===== src/rtl/mem_port_arbiter.sv =====
// Round-robin arbiter sharing one memory port between an instruction-line
// refill engine (LINE_WORDS-word bursts) and single-word data accesses.
module mem_port_arbiter #(
  parameter int WORD_W     = 32,
  parameter int ADDR_W     = 32,
  parameter int LINE_WORDS = 4
) (
  input  logic              clk,
  input  logic              rst,
  input  logic              i_miss,
  input  logic [ADDR_W-1:0] i_addr,
  output logic [WORD_W-1:0] i_word,
  output logic              i_word_ready,
  output logic              i_done,
  input  logic              d_req,
  input  logic              d_we,
  input  logic [ADDR_W-1:0] d_addr,
  input  logic [WORD_W-1:0] d_wdata,
  output logic [WORD_W-1:0] d_rdata,
  output logic              d_ack,
  output logic              mem_req,
  output logic              mem_we,
  output logic [ADDR_W-1:0] mem_addr,
  output logic [WORD_W-1:0] mem_wdata,
  input  logic [WORD_W-1:0] mem_rdata,
  input  logic              mem_ack,
  output logic [1:0]        dbg_state
);

  localparam int CNT_W = $clog2(LINE_WORDS);
  localparam logic [CNT_W-1:0] CNT_LAST = CNT_W'(LINE_WORDS - 1);

  typedef enum logic [1:0] {
    IDLE  = 2'd0,
    IFILL = 2'd1,
    DACC  = 2'd2
  } state_t;

  state_t            state_q, state_d;
  logic [CNT_W-1:0]  cnt_q, cnt_d;
  logic              last_i_q, last_i_d;
  logic [WORD_W-1:0] i_word_q, i_word_d;
  logic              i_word_ready_q, i_word_ready_d;
  logic              i_done_q, i_done_d;
  logic [WORD_W-1:0] d_rdata_q, d_rdata_d;
  logic              d_ack_q, d_ack_d;
  logic              i_valid, d_valid;

  // A request still high in the cycle its completion pulse is visible is stale.
  assign i_valid = i_miss & ~i_done_q;
  assign d_valid = d_req & ~d_ack_q;

  always_comb begin
    state_d        = state_q;
    cnt_d          = cnt_q;
    last_i_d       = last_i_q;
    i_word_d       = i_word_q;
    i_word_ready_d = 1'b0;
    i_done_d       = 1'b0;
    d_rdata_d      = d_rdata_q;
    d_ack_d        = 1'b0;
    case (state_q)
      IDLE: begin
        if (i_valid && !(d_valid && last_i_q)) begin
          state_d = IFILL;
          cnt_d   = '0;
        end else if (d_valid) begin
          state_d = DACC;
        end
      end
      IFILL: begin
        if (!i_miss) begin
          state_d = IDLE;
          cnt_d   = '0;
        end else if (mem_ack) begin
          i_word_d       = mem_rdata;
          i_word_ready_d = 1'b1;
          if (cnt_q == CNT_LAST) begin
            state_d  = IDLE;
            cnt_d    = '0;
            i_done_d = 1'b1;
            last_i_d = 1'b1;
          end else begin
            cnt_d = cnt_q + 1'b1;
          end
        end
      end
      DACC: begin
        if (!d_req) begin
          state_d = IDLE;
        end else if (mem_ack) begin
          state_d  = IDLE;
          d_ack_d  = 1'b1;
          last_i_d = 1'b0;
          if (!d_we) d_rdata_d = mem_rdata;
        end
      end
      default: state_d = IDLE;
    endcase
  end

  always_ff @(posedge clk) begin
    if (rst) begin
      state_q        <= IDLE;
      cnt_q          <= '0;
      last_i_q       <= 1'b1;
      i_word_q       <= '0;
      i_word_ready_q <= 1'b0;
      i_done_q       <= 1'b0;
      d_rdata_q      <= '0;
      d_ack_q        <= 1'b0;
    end else begin
      state_q        <= state_d;
      cnt_q          <= cnt_d;
      last_i_q       <= last_i_d;
      i_word_q       <= i_word_d;
      i_word_ready_q <= i_word_ready_d;
      i_done_q       <= i_done_d;
      d_rdata_q      <= d_rdata_d;
      d_ack_q        <= d_ack_d;
    end
  end

  assign mem_req      = (state_q != IDLE);
  assign mem_we       = (state_q == DACC) && d_we;
  assign mem_addr     = (state_q == IFILL) ? (i_addr + ADDR_W'(cnt_q)) :
                        (state_q == DACC)  ? d_addr : '0;
  assign mem_wdata    = (state_q == DACC) ? d_wdata : '0;
  assign i_word       = i_word_q;
  assign i_word_ready = i_word_ready_q;
  assign i_done       = i_done_q;
  assign d_rdata      = d_rdata_q;
  assign d_ack        = d_ack_q;
  assign dbg_state    = state_q;

endmodule

===== config.mk =====
export PLATFORM = sky130hd
export DESIGN_NAME = mem_port_arbiter
export DESIGN_NICKNAME = d
export VERILOG_FILES = /design/src/rtl/mem_port_arbiter.sv
export SDC_FILE = /design/constraint.sdc
export NUM_CORES = 1
export LEC_CHECK = 0
export CORE_AREA = 2 2 103 125
export DETAILED_ROUTE_END_ITERATION = 16
export DIE_AREA = 0 0 105 127
export GPL_ROUTABILITY_DRIVEN = 1
export GPL_TIMING_DRIVEN = 0
export PLACE_DENSITY = 0.79
export RECOVER_POWER = 50
export SYNTH_ARGS = -nofsm -noshare
export SYNTH_HDL_FRONTEND = slang
export SYNTH_SLANG_ARGS = --single-unit

===== constraint.sdc =====
create_clock -name clk -period 2.9 [get_ports clk]
set_input_delay 0.58 -clock clk [delete_from_list [all_inputs] [get_ports clk]]
set_output_delay 0.58 -clock clk [all_outputs]
set_load 0.1 [all_outputs]

==> results.txt <==
Post-synth EDFFs: 0
Proportion of netlist area held by the largest area contributor: 36.50%
Syn_nets: 687
Combinational Power Share: 34.4%
Chip Height: 127 um
Fill cells: 1,049
Final WL: 18,050 um
Grt ovf: 0
Int Pwr: 0.002067 W
Ant. Diodes: 0
P_leak: 3.029 nW
Reg power frac: 31.1%
Top cells by count, synth: 162 x nand2_1, 72 x a21oi_1, 72 x dfxtp_1
Post-synth cell types: 48
Reg clk slew, reported paths: 0.06 ns
Synth area leader: dfxtp_1
Tmin final: 3.182 ns
Root Driver: clkbuf_16
Syn. warnings: 0
Final HPWL from detailed placement: 13,450 um
Detailed Routing Iterations Pass 1: 4
Final GP Congestion: 0.8669
Crit path DAT: 2.60 ns
DRT iter0 DRCs: 225
Vias/cell: 5.202
Final setup vio count: 12
DIE AREA: 0.01334 mm2
Cell area power density: 422.9 mW/mm2
FF/Latch Area: 0.001451 mm2
Max-Cap Viols: 0
Post-synth ARST share: 0%
Share of cells above drive strength 1: 22.75%
Slew HR: 29.16%
Port-buffer cells: 266
Maximum vdd drop: 0.4366 mV
Hold crit path type: flip-flop to flip-flop
Clock tree buffer depth: 2
Synth area leaders: dfxtp_1 37%, nand2_1 15%, a21oi_1 9.1%
Startpoint Class: flip-flop
CTS tree: built
Max Clock Skew: 0.005130 ns
Finished Layout Cells: 1,018
Count leader, synth: nand2_1
RSZ-0062 raised after global routing: true
Crit path max fanout: 5
Rows: 44
IO Pins: 269
Initial Utilization: 32.90%
Latest clock arrival within the worst-skew pair: 0.33 ns
FMAX: 314.3 MHz
Largest net degree at the start of global routing: 13
Register area share after synthesis: 36.50%
Clock power share: 34.4%
Final ANT Viol Nets: 0
Via count: 5,296
Worst path required time: 2.32 ns
Drc violations: 0
Syn avg cell area: 7.193 um2
Antenna violations before repair: 1
Die width: 105 um
Power after layout: 0.003250 W
Worst hold slack: 0.4522 ns
Inst Count DP: 976
Final period utilization: 109.7%
Synth Cell Area: 0.003949 mm2
Setup ws final: -0.2817 ns
Layout area overhead: 94.61%
Max Transition Viols Final: 0
Total GRT Usage: 25.70%
Setup CP Type: flip-flop to output port
Switching share of power: 36.39%
Reg2reg path depth: 7
H-tree depth: 3
Worst Hold Path Cells: 2
Layout Utilization: 64.03%
Synth Instances: 549
Pre-CTS setup slack: -1.959 ns
Switching Power: 0.001183 W
Yosys reg bits: 72
Final #Nets: 990
Final hold vios: 0
Worst Tran Pin Value: 1.059 ns
Failing checks: negative setup slack
CTS Sinks: 72
CORE AREA: 0.01200 mm2
First-pass GRT wire length: 27,320 um
Crit path capture type: output port
Area of the multi-input gates: 0.002744 mm2
WL/cell: 17.73 um
Vias in the first global route: 5,170
Status: finished with violations
CTS Buf Count: 9
Top FF cell, synth: dfxtp_1
## what timing repair did
action | 4_1_cts | 5_1_grt
endpoints found under the setup margin | 65 | 59
resized for setup | 408 | 103
setup buffers | 18 | 8
pin swaps | 18 | 15
hold buffers | 0 | 0
cloned | 1 | 0
## cells in the final DEF (no fill, tap or decap), types with 4 or more instances in the layout
cell type,count
a21oi_1,71
a32oi_1,7
and2_1,35
and3_1,6
and4_1,5
buf_12,13
buf_2,41
buf_4,27
buf_6,11
clkbuf_1,26
clkbuf_16,9
clkbuf_2,9
clkbuf_4,6
clkdlybuf4s15_2,8
clkdlybuf4s50_1,151
dfxtp_1,68
dlygate4sd2_1,5
dlygate4sd3_1,23
dlymetal6s2s_1,4
nand2_1,162
nand3_1,15
nand3_4,6
nand4_1,9
nor2_1,9
nor2b_1,4
nor3_1,6
nor4_1,4
o211ai_1,11
o21ai_2,6
o21ai_4,4
or4_4,5
xnor2_1,9
## flip-flops by register name (all words and copies together), names as in the netlist
register      count
d_rdata          32
dbg_state         2
i_word_ready      1
i_done            1
d_ack             1
last_i_q          1
cnt_q             2
i_word           32
## path summary, 6_finish.rpt
kind	end	slack [ns]	start
worst min-delay path	d_rdata[17]	0.45	d_rdata[17]
worst max register to register	i_word[22]	0.99	dbg_state[0]
worst min register to register	d_rdata[17]	0.45	d_rdata[17]
worst max-delay path	mem_addr[22]	-0.28	cnt_q[0]
## worst max-delay path: stages (launching register included)
cell and delay [ns]:
dfxtp_4 0.36, ha_4 0.14, inv_2 0.04, fa_2 0.34, nand4b_4 0.23, or3_4 0.39, or4_4 0.51, nand3_4 0.09
buf_12 0.17
## area by class of cell
cell class,instances,share of cell area [%]
repair buffers,292,36.27
multi-input cells,435,35.70
flip-flops and latches,72,18.89
clock buffers,11,3.289
well taps,161,2.621
plain buffers,37,2.279
clock inverters,5,0.7001
inverters,5,0.2442
## cell families after synthesis
| kind of cell | count (synthesis) | share of synthesized area [%] |
|---|---|---|
| simple gates | 295 | 36.85 |
| fa+ha+maj | 4 | 1.458 |
| xor+xnor | 12 | 2.662 |
| compound gates | 123 | 18.41 |
| buf+inv | 43 | 4.119 |
| flops | 72 | 36.50 |
## power by group through the flow
stage	Sequential, W	Combinational [W]	Clock (W)
after floorplan	0.00112	0.000597	0
after global placement	0.00103	0.00108	0
after detailed placement	0.00103	0.00109	0
after CTS	0.00101	0.00111	0.00114
after global routing	0.00101	0.00116	0.00118
final	0.00101	0.00112	0.00112
## routing by layer
layer	track usage [%]	share of wire, %	wire length, um	vias up
li1	-	-	-	2518
met1	27.50	37	6615	2485
met2	47.21	52	9374	247
met3	7.959	8.7	1572	44
met4	9.647	2.6	467	2
met5	0	0.094	17	-
## stage by stage
stage / TNS (ns) / instance area [um2]
detailed placement: -54.10 / 7082
global route: -3.518 / 7685
finish: -2.225 / 7685
floorplan: -4.468 / 4218
CTS: -2.309 / 7702
global placement: -53.75 / 7082
No activity file was read; power rests on OpenSTA's default activity.
